`config.mk`:
```
export PLATFORM = sky130hd
export DESIGN_NAME = alu_cmd_pipe
export DESIGN_NICKNAME = d
export VERILOG_FILES = /design/src/rtl/alu_cmd_pipe.sv
export SDC_FILE = /design/constraint.sdc
export NUM_CORES = 1
export LEC_CHECK = 0
export BUFFER_PORTS_ARGS = -buffer_cell sky130_fd_sc_hd__clkbuf_2
export CAP_MARGIN = 20
export CORE_MARGIN = 2
export CORE_UTILIZATION = 45
export CTS_CLUSTER_SIZE = 40
export DETAILED_ROUTE_END_ITERATION = 10
export HOLD_SLACK_MARGIN = 0.03
export PLACE_DENSITY_LB_ADDON = 0.05
export SLEW_MARGIN = 30
export SYNTH_ARGS = -nofsm -noshare
export SYNTH_HDL_FRONTEND = slang
export SYNTH_SLANG_ARGS = --single-unit
```
`constraint.sdc`:
```
create_clock -name clk -period 2.65 [get_ports clk]
set_clock_uncertainty 0.2 [all_clocks]
set_input_delay 0.3975 -clock clk [delete_from_list [all_inputs] [get_ports clk]]
set_output_delay 0.3975 -clock clk [all_outputs]
set_load 0.01 [all_outputs]
```
`src/rtl/alu_cmd_pipe.sv`:
```
// alu_cmd_pipe: valid/ready command FIFO feeding an external 4-bit ALU, with a registered result stage
//   in_*  : command input (valid/ready), alu_* : FIFO head to ALU / ALU result back
//   out_* : registered result (valid/ready), fifo_count : queued entries, ops_done : accepted results
module alu_cmd_pipe #(
  parameter int DEPTH = 4,
  parameter int CNT_W = 16
) (
  input  logic                     clk,
  input  logic                     rst,
  input  logic                     in_valid,
  output logic                     in_ready,
  input  logic [3:0]               in_a,
  input  logic [3:0]               in_b,
  input  logic [2:0]               in_sel,
  output logic [3:0]               alu_a,
  output logic [3:0]               alu_b,
  output logic [2:0]               alu_sel,
  input  logic [3:0]               alu_result,
  input  logic                     alu_carry,
  output logic                     out_valid,
  input  logic                     out_ready,
  output logic [3:0]               out_result,
  output logic                     out_carry,
  output logic                     out_zero,
  output logic [2:0]               out_sel,
  output logic [$clog2(DEPTH):0]   fifo_count,
  output logic [CNT_W-1:0]         ops_done
);
  localparam int AW = $clog2(DEPTH);
  logic [10:0]      mem_q [DEPTH];
  logic [AW-1:0]    wr_q, wr_d, rd_q, rd_d;
  logic [AW:0]      cnt_q, cnt_d;
  logic             ov_q, ov_d;
  logic [8:0]       pay_q, pay_d;
  logic [CNT_W-1:0] ops_q, ops_d;
  logic             push, adv;
  assign in_ready = cnt_q != (AW+1)'(DEPTH);
  assign push = in_valid && in_ready;
  assign adv = (cnt_q != '0) && (!ov_q || out_ready);
  assign {alu_a, alu_b, alu_sel} = (cnt_q == '0) ? 11'd0 : mem_q[rd_q];
  assign out_valid = ov_q;
  assign {out_result, out_carry, out_zero, out_sel} = pay_q;
  assign fifo_count = cnt_q;
  assign ops_done = ops_q;
  always_comb begin
    wr_d = push ? wr_q + 1'b1 : wr_q;
    rd_d = adv ? rd_q + 1'b1 : rd_q;
    cnt_d = cnt_q + (AW+1)'(push) - (AW+1)'(adv);
    ov_d = adv || (ov_q && !out_ready);
    pay_d = adv ? {alu_result, alu_carry, alu_result == 4'd0, alu_sel} : pay_q;
    ops_d = ops_q + CNT_W'(ov_q && out_ready);
  end
  always_ff @(posedge clk)
    if (push) mem_q[wr_q] <= {in_a, in_b, in_sel};
  always_ff @(posedge clk) begin
    if (rst) begin
      wr_q <= '0;
      rd_q <= '0;
      cnt_q <= '0;
      ov_q <= 1'b0;
      pay_q <= '0;
      ops_q <= '0;
    end else begin
      wr_q <= wr_d;
      rd_q <= rd_d;
      cnt_q <= cnt_d;
      ov_q <= ov_d;
      pay_q <= pay_d;
      ops_q <= ops_d;
    end
  end
endmodule

```
==> impl_summary.log, run 1 <==
[metrics] area of the core region: between 6000 and 7000 sq um
[metrics] highest clock frequency the design can meet: between 0.4 and 0.5 GHz
[metrics] global-route congestion overflow total: 0
[metrics] Antenna diodes: 0
[metrics] CTS tree: built
[metrics] multiplexer fraction of the synthesized cell area: 0.0811
[metrics] height of the die: slightly below 90 um
[metrics] r2r startpoint: fifo_count[2]
[metrics] worst path required time: around 2.7 ns
[metrics] DRC viols: 0
[metrics] antenna violations before repair: 0
[metrics] wire length of the first global-routing pass: around 8.8 mm
[metrics] period utilisation layout: 0.930
[metrics] H-tree levels: 3
[metrics] drt first-iter violations: 98
[metrics] distinct cell type count after synthesis: 36
[metrics] gate count of the mapped netlist: roughly 240
[metrics] routed via count: between 1500 and 2000
[metrics] cell depth of the worst min-delay path: 1
[metrics] critical path endpoint category: register
[metrics] Worst Setup Start Kind: register
[metrics] most common library cell in the layout ignoring fill and taps: clkbuf_2
[metrics] fraction of power spent switching nets: 0.290
[metrics] flop and latch count out of synthesis: between 70 and 80
[metrics] wirelength, routed: 5.60 mm
[metrics] arrival time worst endpoint: 2.50 ns
[metrics] xor and xnor area share after synthesis: 0.0466
[metrics] portion of synthesized cell area occupied by the leading cell type: 0.414
[metrics] total of hold buffers inserted after clock tree synthesis: 0
[metrics] compound-cell area share of the yosys netlist: 0.0215
[metrics] clock latency on the worst-skew pair: about 0.34 ns
[metrics] clock transition time at the flip-flop clock pins of the worst setup and hold paths: 0.08 ns
[metrics] net count of the finished layout: 332
[metrics] final setup violation count: 0
[metrics] transition at the pin with the smallest max-transition slack: 0.553 ns
[metrics] worst hold slack across all endpoints: 0.0748 ns
[metrics] worst min path class: input pin to register
[metrics] final-report max-slew violation count: 0
[metrics] synthesized cell area: ~3200 sq um
[metrics] Fillers: 597
[metrics] number of resized instances in the post-cts repair step: 0
[metrics] IR Drop Worst-Case VDD: 0.538 mV
[metrics] Final Wtd Congestion: roughly 0.7
[metrics] Port-buffer cells: 60
[metrics] Top Metal Used: met4
[metrics] share of total power in combinational logic: 0.284
[metrics] via count of the first global-routing pass: around 1800
[metrics] largest cells by area after synthesis: edfxtp_1 (41%), dfxtp_1 (22%), mux4_2 (7.8%), ha_1 (3.1%), nor2b_1 (3.1%)
[metrics] Slew headroom: 0.631
[metrics] crit path time final: between 2 and 2.5 ns
[metrics] Clock Root Buffer: clkbuf_8
[metrics] post-synthesis area per instance: 13.4 sq um
[metrics] number of endpoints with negative hold slack in the final report: 0
[metrics] Adder-Cell Fraction of Synth Area: 0.0376
[metrics] width of the die: ~90 um
[metrics] met2 wire len: around 2.6 mm
[metrics] half-perimeter wire length after detailed placement: between 3 and 4 mm
[metrics] static power due to leakage: ~1.5 nW
[metrics] category of the most critical setup path: register to register
[metrics] CP max FO: 6
[metrics] critical register-to-register path endpoint: fifo_count[2]
[metrics] number of buffers inserted by post-CTS setup repair: 0
[metrics] number of antenna-violating nets in the routed design: 0
[metrics] r2r worst-path depth: 10
[metrics] initial core utilization: 0.468
[metrics] Syn Nets: between 200 and 300
[metrics] cell internal pwr: 2.59 mW
[metrics] average via count per standard cell: ~5
[metrics] share of the yosys chip area belonging to registers: 0.633
[metrics] Clock Power Share: 0.285
[metrics] origin of the worst setup path: fifo_count[2]
[metrics] most used cells in the layout excluding fill and tap cells: clkbuf_2 (60), edfxtp_1 (44), dfxtp_1 (35)
[metrics] number of primary I/O pins: between 60 and 70
[metrics] Cell Rows: 30
[metrics] async set or reset register ratio after synthesis: 0
[metrics] Total Negative Setup Slacks: 0 ns
[metrics] dominant synthesized flop cell: edfxtp_1
[metrics] post-synthesis to final-layout area growth: 19.7%
[metrics] DRT Pass-1 Iters: 4
[metrics] number of enable-type register cells in the synthesized netlist: 44
[metrics] launch instance of the worst min-delay path: in_a[1]
[metrics] Simple-Gate Fraction of Synth Area: 0.150
[metrics] switching component of the power: approximately 1.1 mW
[metrics] post-synthesis cell type with the largest combined area: edfxtp_1
[metrics] pwr dens: between 900 and 1000 nW/um^2
[metrics] maximum number of pins on one net before global-route repair: 28
[metrics] number of max-capacitance violations reported: 0
[metrics] worst-case clock buffer depth: 2
[metrics] gr usage total: 0.155
[metrics] detailed route wirelength on metal3: roughly 320 um
[metrics] register-to-register setup slack: about 0.18 ns
[metrics] clock sinks: 79
[metrics] fraction of layout cells with a size suffix above 1: 0.328
[metrics] Avg WL per Cell: ~14 um
[metrics] clock buffers created by TritonCTS: 9
[metrics] RSZ-0062 raised after global routing: false
[metrics] routed metal-1 wirelength: around 2.6 mm
[metrics] CP Capture Point: fifo_count[2]
[metrics] Total Die Area: approximately 8000 sq um
[metrics] register share of total power: 0.431
[metrics] Total Power: about 3.6 mW
[metrics] run status: complete, no violations
[metrics] dominant combinational cell family by area after synthesis: simple AND/OR/NAND/NOR gates
[metrics] Synthesis Warnings: 0
## kinds of logic (layout without fill, tap and decap cells)
group	after synthesis	in the layout
mux	12	12
compound gates	13	13
xor+xnor	17	17
simple gates	90	90
flops	79	79
buf+inv	19	88
fa+ha+maj	9	9
## worst min-delay path by stage
stage                  end  slack [ns]
6_report       mem_q[0][8]        0.07
5_1_grt        mem_q[0][5]        0.06
4_1_cts        mem_q[3][6]        0.06
3_5_place_dp      pay_q[7]        0.25
3_3_place_gp      pay_q[1]        0.24
2_1_floorplan      wr_q[1]        0.27
## critical path: stages, from the launching register on
cell,delay [ns]
dfxtp_1,0.41
or3b_4,0.43
and2_4,0.19
clkinv_4,0.04
ha_1,0.12
inv_1,0.04
ha_1,0.18
fa_1,0.38
xnor2_1,0.18
xnor2_1,0.13
nor2_1,0.05
## power by group through the flow
stage,combinational (mW),clock [mW],sequential [mW]
after global routing,1.15,1.12,1.59
after CTS,1.06,1.07,1.57
after global placement,1.06,0,1.59
after floorplan,0.716,0,1.60
final,1.04,1.04,1.57
after detailed placement,1.05,0,1.60
## per-layer routing
metal / GRT usage / vias up
met4: 0.0785 / 0
met1: 0.217 / 951
met3: 0.0373 / 8
li1: - / 966
met5: 0 / -
met2: 0.228 / 50
## stage by stage
| stage | cell area, sq um | setup slack (ns) | cells | utilization |
|---|---|---|---|---|
| global placement | 3590 | 0.235 | 388 | 0.525 |
| detailed placement | 3590 | 0.196 | 388 | 0.525 |
| global route | 3820 | 0.0943 | 404 | 0.560 |
| floorplan | 3190 | 0.0827 | 239 | - |
| CTS | 3820 | 0.175 | 404 | 0.560 |
| finish | 3820 | 0.185 | 404 | 0.560 |
## registers in the layout, indices dropped and copies added (netlist names), named ones only
name,count
mem_q,44
pay_q,9
wr_q,2
fifo_count,3
rd_q,2
out_valid,1
ops_done,16
## cell usage after synthesis, types with 2 or more instances
master	number
nand2_1	22
mux4_2	11
nand2b_1	2
buf_2	3
nor2b_1	16
xor2_1	11
clkbuf_1	6
and4_1	4
nand3_1	5
edfxtp_1	44
a21oi_1	11
dfxtp_1	35
and3_2	4
nand4_1	6
ha_1	8
nor2_1	19
and2_1	3
xnor2_1	6
buf_4	2
inv_1	5
## layout make-up
class | instances | area [sq um] | share of cell area
sequential | 79 | 2020 | 0.529
multi-input combinational | 141 | 1080 | 0.282
timing repair buffer | 65 | 338 | 0.0884
clock buffer | 9 | 124 | 0.0324
tap | 96 | 120 | 0.0314
clock inverter | 7 | 110 | 0.0288
inverter | 7 | 31.3 | 0.00818
Power figures use the tool's default switching activity.
==> inputs of run 2 (changes only) <==
--- a/config.mk
+++ b/config.mk
@@ -12,7 +12,7 @@
 export CTS_CLUSTER_SIZE = 40
 export DETAILED_ROUTE_END_ITERATION = 10
 export HOLD_SLACK_MARGIN = 0.03
-export PLACE_DENSITY_LB_ADDON = 0.05
+export PLACE_DENSITY = 0.69
 export SLEW_MARGIN = 30
 export SYNTH_ARGS = -nofsm -noshare
 export SYNTH_HDL_FRONTEND = slang
==> run 2 against run 1 <==
Against the previous run: count of clock-buffer cells in the layout rose by 1; worst hold slack improved by 0.012 ns; combinational power barely moved; maximum frequency fell by 0.58%; final area fell by 0.56%; critical path type unchanged; sequential share of layout area rose by 0.30 points; via count fell by 1.9%; highest routed layer unchanged; flip-flop and latch count did not move; utilization fell by 0.31 points.
==> impl_summary.log, run 2 (synthesis results as in run 1) <==
[metrics] initial core utilization: 0.468 (unchanged)
[metrics] drt first-iter violations: 106 (+8.2%)
[metrics] cell internal pwr: 2.49 mW (-3.6%)
[metrics] IR Drop Worst-Case VDD: 0.461 mV (-14%)
[metrics] r2r startpoint: fifo_count[2]
[metrics] final-report max-slew violation count: 0 (unchanged)
[metrics] net count of the finished layout: 332 (unchanged)
[metrics] routed via count: 1938 (-1.9%)
[metrics] critical path endpoint category: register
[metrics] post-synthesis to final-layout area growth: 19.0%
[metrics] highest clock frequency the design can meet: 0.403 GHz (-0.58%)
[metrics] category of the most critical setup path: register to register
[metrics] Total Negative Setup Slacks: 0 ns (unchanged)
[metrics] worst min path class: input pin to register
[metrics] half-perimeter wire length after detailed placement: 3.85 mm (+1.3%)
[metrics] crit path time final: 2.48 ns (+0.0143 ns)
[metrics] CP max FO: 6 (unchanged)
[metrics] r2r worst-path depth: 10 (unchanged)
[metrics] CP Capture Point: fifo_count[2]
[metrics] Port-buffer cells: 60 (unchanged)
[metrics] critical register-to-register path endpoint: fifo_count[2]
[metrics] register share of total power: 0.443 (+0.012)
[metrics] DRT Pass-1 Iters: 4 (unchanged)
[metrics] area of the core region: 6830 sq um (unchanged)
[metrics] worst-case clock buffer depth: 2 (unchanged)
[metrics] wirelength, routed: 5.59 mm (-0.20%)
[metrics] worst-path cell with the longest stage delay: or3b_4
[metrics] most common library cell in the layout ignoring fill and taps: clkbuf_2
[metrics] Total Power: 3.55 mW (-2.8%)
[metrics] Total Die Area: 7790 sq um (unchanged)
[metrics] Cell Rows: 30 (unchanged)
[metrics] width of the die: 88.3 um (unchanged)
[metrics] H-tree levels: 3 (unchanged)
[metrics] clock sinks: 79 (unchanged)
[metrics] Worst Setup Start Kind: register
[metrics] clock latency on the worst-skew pair: 0.32 ns (-0.02 ns)
[metrics] switching component of the power: 1.05 mW (-0.77%)
[metrics] period utilisation layout: 0.936 (+0.00540)
[metrics] antenna violations before repair: 0 (unchanged)
[metrics] largest register by flop count: mem_q
[metrics] RSZ-0062 raised after global routing: false
[metrics] fraction of layout cells with a size suffix above 1: 0.331 (+0.00325)
[metrics] wire length of the first global-routing pass: 8.85 mm (+0.47%)
[metrics] Clock Power Share: 0.265 (-0.020)
[metrics] number of resized instances in the post-cts repair step: 0 (unchanged)
[metrics] most used cells in the layout excluding fill and tap cells: clkbuf_2 (60), edfxtp_1 (44), dfxtp_1 (35)
[metrics] Final Wtd Congestion: 0.743 (+7.2%)
[metrics] via count of the first global-routing pass: 1868 (+2.4%)
[metrics] number of endpoints with negative hold slack in the final report: 0 (unchanged)
[metrics] total of hold buffers inserted after clock tree synthesis: 0 (unchanged)
[metrics] flip-flop count of the largest register, all copies and words added: 44 (unchanged)
[metrics] final core area utilization: 0.556 (-0.00311)
[metrics] final setup violation count: 0 (unchanged)
[metrics] maximum number of pins on one net before global-route repair: 20 (-29%)
[metrics] number of primary I/O pins: 61 (unchanged)
[metrics] global-route congestion overflow total: 0 (unchanged)
[metrics] average via count per standard cell: 4.80 (-1.9%)
[metrics] DRC viols: 0 (unchanged)
[metrics] arrival time worst endpoint: 2.49 ns (about the same)
[metrics] origin of the worst setup path: fifo_count[2]
[metrics] fraction of power spent switching nets: 0.296 (+0.00600)
[metrics] Avg WL per Cell: 13.8 um (-0.20%)
[metrics] static power due to leakage: 1.48 nW (-0.83%)
[metrics] CTS tree: built
[metrics] register-to-register setup slack: 0.17 ns (about the same)
[metrics] clock buffers created by TritonCTS: 9 (unchanged)
[metrics] number of max-capacitance violations reported: 0 (unchanged)
[metrics] number of antenna-violating nets in the routed design: 0 (unchanged)
[metrics] clock transition time at the flip-flop clock pins of the worst setup and hold paths: 0.08 ns (about the same)
[metrics] largest stage delay on the critical path: 0.43 ns (about the same)
[metrics] number of cells in the finished layout apart from fillers: 404 (unchanged)
[metrics] cell-by-cell trace of the critical path: or3b_4 > and2_4 > clkinv_4 > ha_1 > inv_1 > ha_1 > fa_1 > xnor2_1 > xnor2_1 > nor2_1
[metrics] Slew headroom: 0.652 (+0.0207)
[metrics] share of total power in combinational logic: 0.292 (+0.008)
[metrics] run status: complete, no violations
[metrics] number of buffers inserted by post-CTS setup repair: 0 (unchanged)
[metrics] worst path required time: 2.66 ns (-0.02 ns)
[metrics] Antenna diodes: 0 (unchanged)
[metrics] height of the die: 88.3 um (unchanged)
[metrics] Cells after DPL: 388 (unchanged)
[metrics] gr usage total: 0.152 (-0.00307)
[metrics] pwr dens: 933 nW/um^2 (-2.2%)
[metrics] transition at the pin with the smallest max-transition slack: 0.522 ns (-0.0310 ns)
[metrics] Clock Root Buffer: clkbuf_8
## run 2: cell types whose count changed in the layout (fill, tap and decap cells not counted), sizes merged
cell / previous run / this run
bufinv: 3 / 2
clkbuf: 69 / 70
clkinvlp: 0 / 1
inv: 7 / 6
## run 2: area by class of cell
| type | instances | area [sq um] |
|---|---|---|
| multi-input cells | 141 | 1080 |
| well taps | 96 | 120 |
| repair buffers | 65 | 338 |
| inverters | 7 | 31.3 |
| clock buffers | 10 | 128 |
| clock inverters | 6 | 85.1 |
| fillers | 605 | 3030 |
| flip-flops and latches | 79 | 2020 |
## run 2: worst min path at each step
stage                       end  cells after the start     start  slack (ns)
floorplan               wr_q[1]                      2   wr_q[1]        0.27
global placement       pay_q[4]                      2  pay_q[4]        0.24
detailed placement     pay_q[4]                      2  pay_q[4]        0.25
CTS                 mem_q[1][9]                      1   in_a[2]        0.07
global route        mem_q[3][6]                      1   in_b[3]        0.08
finish              mem_q[1][5]                      1   in_b[2]        0.09
## run 2: stage by stage
step | worst slack [ns] | cell area (sq um) | hold WS [ns]
floorplan | 0.0827 | 3190 | 0.274
global placement | 0.238 | 3590 | 0.242
detailed placement | 0.159 | 3590 | 0.249
CTS | 0.144 | 3800 | 0.0659
global route | 0.00276 | 3800 | 0.0761
finish | 0.170 | 3800 | 0.0871
## run 2: power groups by stage
stage	Clock (mW)	Combinational [mW]	Sequential, mW
final	0.940	1.04	1.57
after global routing	1.02	1.16	1.59
after floorplan	0	0.716	1.60
after global placement	0	1.05	1.59
after detailed placement	0	1.05	1.60
after CTS	0.961	1.06	1.57
## run 2: worst max-delay path: cells and delay by family (launching register included)
kind / cells / cell delay (ns)
XOR/XNOR: 2 / 0.34
buffers and inverters: 2 / 0.09
adder cells (fa/ha/maj): 3 / 0.67
AND/OR/NAND/NOR: 3 / 0.67
flip-flops: 1 / 0.40
## run 2: routing by layer
| metal | share of wire | vias up | wire [um] | global-route usage |
|---|---|---|---|---|
| li1 | - | 970 | - | - |
| met1 | 0.48 | 933 | 2670 | 0.208 |
| met2 | 0.48 | 31 | 2680 | 0.239 |
| met3 | 0.033 | 4 | 185 | 0.0280 |
| met4 | 0.0090 | 0 | 50 | 0.0702 |
| met5 | 0 | - | 0 | 0 |
